==> src/rtl/tdm_pkg.sv <==
// Shared definitions for the 4-channel TDM serializer/deserializer pair.
package tdm_pkg;

   localparam int NCH = 4;

   typedef logic [1:0] ch_idx_t;

   typedef enum logic {
      IDLE = 1'b0,
      RUN  = 1'b1
   } state_t;

endpackage

==> src/rtl/tdm_out_slot.sv <==
// Output frame slot: 4-word register bank with valid/ready handshake.
module tdm_out_slot
   import tdm_pkg::*;
#(
   parameter int WIDTH = 4
) (
   input  logic                       clk,
   input  logic                       rst,
   input  logic                       load,
   input  logic [NCH-1:0][WIDTH-1:0]  frame,
   input  logic                       out_ready,
   output logic [NCH-1:0][WIDTH-1:0]  slot,
   output logic                       out_valid,
   output logic                       overrun
);

   logic slot_free;

   assign slot_free = !out_valid || out_ready;

   always_ff @(posedge clk) begin
      if (rst) begin
         slot      <= '0;
         out_valid <= 1'b0;
         overrun   <= 1'b0;
      end else begin
         overrun <= 1'b0;
         if (load) begin
            // A frame that cannot be placed is dropped, never merged.
            if (slot_free) begin
               slot      <= frame;
               out_valid <= 1'b1;
            end else begin
               overrun <= 1'b1;
            end
         end else if (out_valid && out_ready) begin
            out_valid <= 1'b0;
         end
      end
   end

endmodule

==> src/rtl/tdm_demux_14.sv <==
// 1:4 TDM demux: sequences channel words into a frame and hands it to the slot.
module tdm_demux_14
   import tdm_pkg::*;
#(
   parameter int WIDTH = 4
) (
   input  logic             clk,
   input  logic             rst,
   input  logic [WIDTH-1:0] data_in,
   input  logic             in_valid,
   input  logic             frame_start,
   output logic [WIDTH-1:0] out0,
   output logic [WIDTH-1:0] out1,
   output logic [WIDTH-1:0] out2,
   output logic [WIDTH-1:0] out3,
   output logic             out_valid,
   input  logic             out_ready,
   output ch_idx_t          sel,
   output logic             sync_err,
   output logic             overrun
);

   state_t                      state;
   state_t                      state_nxt;
   ch_idx_t                     sel_nxt;
   logic [NCH-2:0][WIDTH-1:0]   shadow;
   logic [NCH-2:0][WIDTH-1:0]   shadow_nxt;
   logic                        err_nxt;
   logic                        complete;
   logic [NCH-1:0][WIDTH-1:0]   frame;
   logic [NCH-1:0][WIDTH-1:0]   slot;

   always_ff @(posedge clk) begin
      if (rst) begin
         state    <= IDLE;
         sel      <= '0;
         shadow   <= '0;
         sync_err <= 1'b0;
      end else begin
         state    <= state_nxt;
         sel      <= sel_nxt;
         shadow   <= shadow_nxt;
         sync_err <= err_nxt;
      end
   end

   always_comb begin
      state_nxt  = state;
      sel_nxt    = sel;
      shadow_nxt = shadow;
      err_nxt    = 1'b0;
      complete   = 1'b0;
      if (in_valid) begin
         unique case (state)
            IDLE: begin
               if (frame_start) begin
                  shadow_nxt[0] = data_in;
                  sel_nxt       = 2'd1;
                  state_nxt     = RUN;
               end
            end
            RUN: begin
               // A new frame_start restarts the frame from channel 0.
               if (frame_start) begin
                  err_nxt       = 1'b1;
                  shadow_nxt[0] = data_in;
                  sel_nxt       = 2'd1;
               end else if (sel == 2'd3) begin
                  complete  = 1'b1;
                  sel_nxt   = 2'd0;
                  state_nxt = IDLE;
               end else begin
                  if (sel == 2'd1) shadow_nxt[1] = data_in;
                  if (sel == 2'd2) shadow_nxt[2] = data_in;
                  sel_nxt = sel + 2'd1;
               end
            end
            default: state_nxt = IDLE;
         endcase
      end
   end

   assign frame = {data_in, shadow[2], shadow[1], shadow[0]};

   tdm_out_slot #(.WIDTH(WIDTH)) u_slot (
      .clk       (clk),
      .rst       (rst),
      .load      (complete),
      .frame     (frame),
      .out_ready (out_ready),
      .slot      (slot),
      .out_valid (out_valid),
      .overrun   (overrun)
   );

   assign out0 = slot[0];
   assign out1 = slot[1];
   assign out2 = slot[2];
   assign out3 = slot[3];

endmodule
==> config.mk <==
export PLATFORM = sky130hd
export DESIGN_NAME = tdm_demux_14
export DESIGN_NICKNAME = d
export VERILOG_FILES = /design/src/rtl/tdm_pkg.sv /design/src/rtl/tdm_out_slot.sv /design/src/rtl/tdm_demux_14.sv
export SDC_FILE = /design/constraint.sdc
export NUM_CORES = 1
export LEC_CHECK = 0
export ABC_CLOCK_PERIOD_IN_PS = 1650
export CAP_MARGIN = 20
export CORE_MARGIN = 3
export CORE_UTILIZATION = 25
export DETAILED_ROUTE_END_ITERATION = 8
export HOLD_SLACK_MARGIN = 0.1
export PLACE_DENSITY = 0.45
export SLEW_MARGIN = 20
export SYNTH_ARGS = -nofsm -noshare
export SYNTH_HDL_FRONTEND = slang
export SYNTH_SLANG_ARGS = --single-unit
export TNS_END_PERCENT = 20
==> constraint.sdc <==
create_clock -name clk -period 1.65 [get_ports clk]
set_input_delay 0.33 -clock clk [delete_from_list [all_inputs] [get_ports clk]]
set_output_delay 0.33 -clock clk [all_outputs]
set_load 0.01 [all_outputs]
==> reports/results.tsv <==
metric	value	unit
ANT nets after route	0	
Hold Startpoint	frame[0]	
Critical Path RT	1.81	ns
fmax	636	MHz
leading area contributor after synthesis	dfxtp_1	
RSZ-0062 raised after global routing	no	
sequential area share after synthesis	0.484	
Vias	1024	
area grow syn2layout	37.0	%
first-pass GRT wire length	5.05	mm
1st-iter DRT viols	51	
Initial Utilization	0.267	
CTS sink cnt	34	
# diodes	0	
# Max-Cap Violations	0	
CTS tree	built	
DIE AREA	6560	µm²
sw frac	0.224	
vias in the first global route	1069	
IO Port Bufs	29	
WL per Instance	12.2	µm
Comb pwr share	0.067	
Die W	81	µm
Critical Path Start Type	input port	
Synth async-reset ratio	0	
Yosys warning count	0	
internal power	1.22	mW
Clk network pwr share	0.402	
# fillers	540	
Clock Path Buffers	2	
Slew Limit Headroom	0.839	
top post-synthesis cells by count	34 x dfxtp_1, 34 x nand2b_1, 24 x mux2i_1	
TritonCTS Buffers	5	
Min Clock Period, post-route	1.57	ns
Clock Skew	0.00902	ns
drt total wl	2.99	mm
Final Net Count	187	
Die Y	81	µm
Fin Hold WS	0.458	ns
Yosys top cell area share	0.484	
core area	5270	µm²
Rows	26	
leakage power	0.764	nW
PwrDens	817	nW/µm²
H-tree depth	2	
Setup Viol. Count Final	0	
IO Pins	30	
Post-synth EDFFs	0	
Mapped Nets	150	
synth top area cells	dfxtp_1 48%, mux2i_1 17%, nand2b_1 15%	
Yosys reg bits	34	
largest net degree at the start of global routing	43	
DRC errors left	0	
switching power	0.353	mW
worst r2r src	sel[0]	
max-slew violation count	0	
initial antenna violation count	0	
Setup Buffers After CTS	0	
CP Class	input port to flop	
clock root cell	clkbuf_8	
Tightest Pin Transition	0.241	ns
Hold Violations, Final	0	
Final Util	0.366	
Post-Syn Area	1410	µm²
Final Cycle Share	0.953	
Cells after Synth	138	
source of the critical timing path	in_valid	
cts hold-fix bufs	0	
GRT Resource Usage Total	0.102	
CP endpoint kind	flop	
Flop pwr share	0.531	
vias per cell	4.16	
total gr overflow	0	
clk slew on worst S/H paths	0.07	ns
status	finished clean	
dominant synthesized flop cell	dfxtp_1	
crit-path max FO	4	
clk_lat worst skew	0.28	ns
Pre-antenna DRT Iters	4	
Final GP Congestion	0.711	
share of cells above drive strength 1	0.119	
Mapped Avg Cell Area	10.2	µm²
Worst EP arrival	1.73	ns
hpwl dp	2.08	mm
Synth cell types	21	
HP Class	flop to flop	
maximum VDD drop	0.000320	V
[state kept, by name, summed over array words and instances, names as in the netlist]
register,count
u_slot.slot,16
frame,12
sel,2
state,1
sync_err,1
u_slot.out_valid,1
u_slot.overrun,1
[placed cells by master, fill, tap and decap left out, types with 2 or more instances in the layout]
cell type         n
clkbuf_8          6
dfxtp_1          34
a21oi_1           8
nand2_1           9
ha_1              3
buf_4             9
mux2i_1          24
o21ai_0           2
nor3b_1           2
inv_1             2
nand3_1           4
dlymetal6s2s_1    2
clkdlybuf4s50_1  27
nand2b_1         34
[metrics by stage]
stage          total power [mW]  TNS (ns)  cell area [µm²]  std cells  setup WS (ns)
5_1_grt                    1.65         0             1930        246       0.000451
6_report                   1.58         0             1930        246         0.0776
2_1_floorplan             0.910         0             1410        138          0.126
3_3_place_gp              0.960     -1.72             1830        238         -0.185
3_5_place_dp              0.962     -1.80             1830        238         -0.220
4_1_cts                    1.60         0             1920        246         0.0151
[power groups by stage]
stage | registers, mW | clock network (mW) | logic (mW)
6_report | 0.836 | 0.634 | 0.105
5_1_grt | 0.837 | 0.701 | 0.115
4_1_cts | 0.836 | 0.661 | 0.107
2_1_floorplan | 0.856 | 0 | 0.0530
3_5_place_dp | 0.855 | 0 | 0.106
3_3_place_gp | 0.855 | 0 | 0.105
[critical path, cell delays in order]
cell             delay, ns
clkdlybuf4s50_1       0.55
nand2_4               0.06
or4b_1                0.62
mux2i_1               0.17
[layer usage]
layer	routed length, µm	vias to the layer above	track usage
met1	1420	465	0.129
met3	145	6	0.0299
met4	44	0	0.0456
met5	0	-	0
met2	1380	22	0.158
li1	-	531	-
[cell families (layout without fill, tap and decap cells)]
group / Yosys count / in the layout / synth area share
compound gates: 10 / 10 / 0.0356
fa+ha+maj: 3 / 3 / 0.0267
buf+inv: 11 / 49 / 0.0374
flops: 34 / 34 / 0.484
mux: 24 / 24 / 0.171
simple gates: 56 / 56 / 0.246
[final timing paths]
| path | endpoint | slack [ns] | cells past startpoint |
|---|---|---|---|
| worst max-delay path | frame[11] | 0.08 | 4 |
| worst min-delay path | frame[0] | 0.46 | 2 |
| worst min register to register | frame[0] | 0.46 | 2 |
| worst max register to register | frame[11] | 0.09 | 3 |
[final cells by class]
class / instances / area (µm²) / area share
Tap cell: 70 / 87.6 / 0.0455
Clock buffer: 6 / 82.6 / 0.0429
Clock inverter: 2 / 12.5 / 0.00649
Multi-Input combinational cell: 93 / 673 / 0.349
Sequential cell: 34 / 681 / 0.353
Timing Repair Buffer: 39 / 383 / 0.199
Inverter: 2 / 7.51 / 0.00390
[timing repair]
action | CTS | global route
endpoints found under the hold margin | 0 | 0
resized for setup | 0 | 2
endpoints found under the setup margin | 0 | 2
No activity file was read; power rests on OpenSTA's default activity.
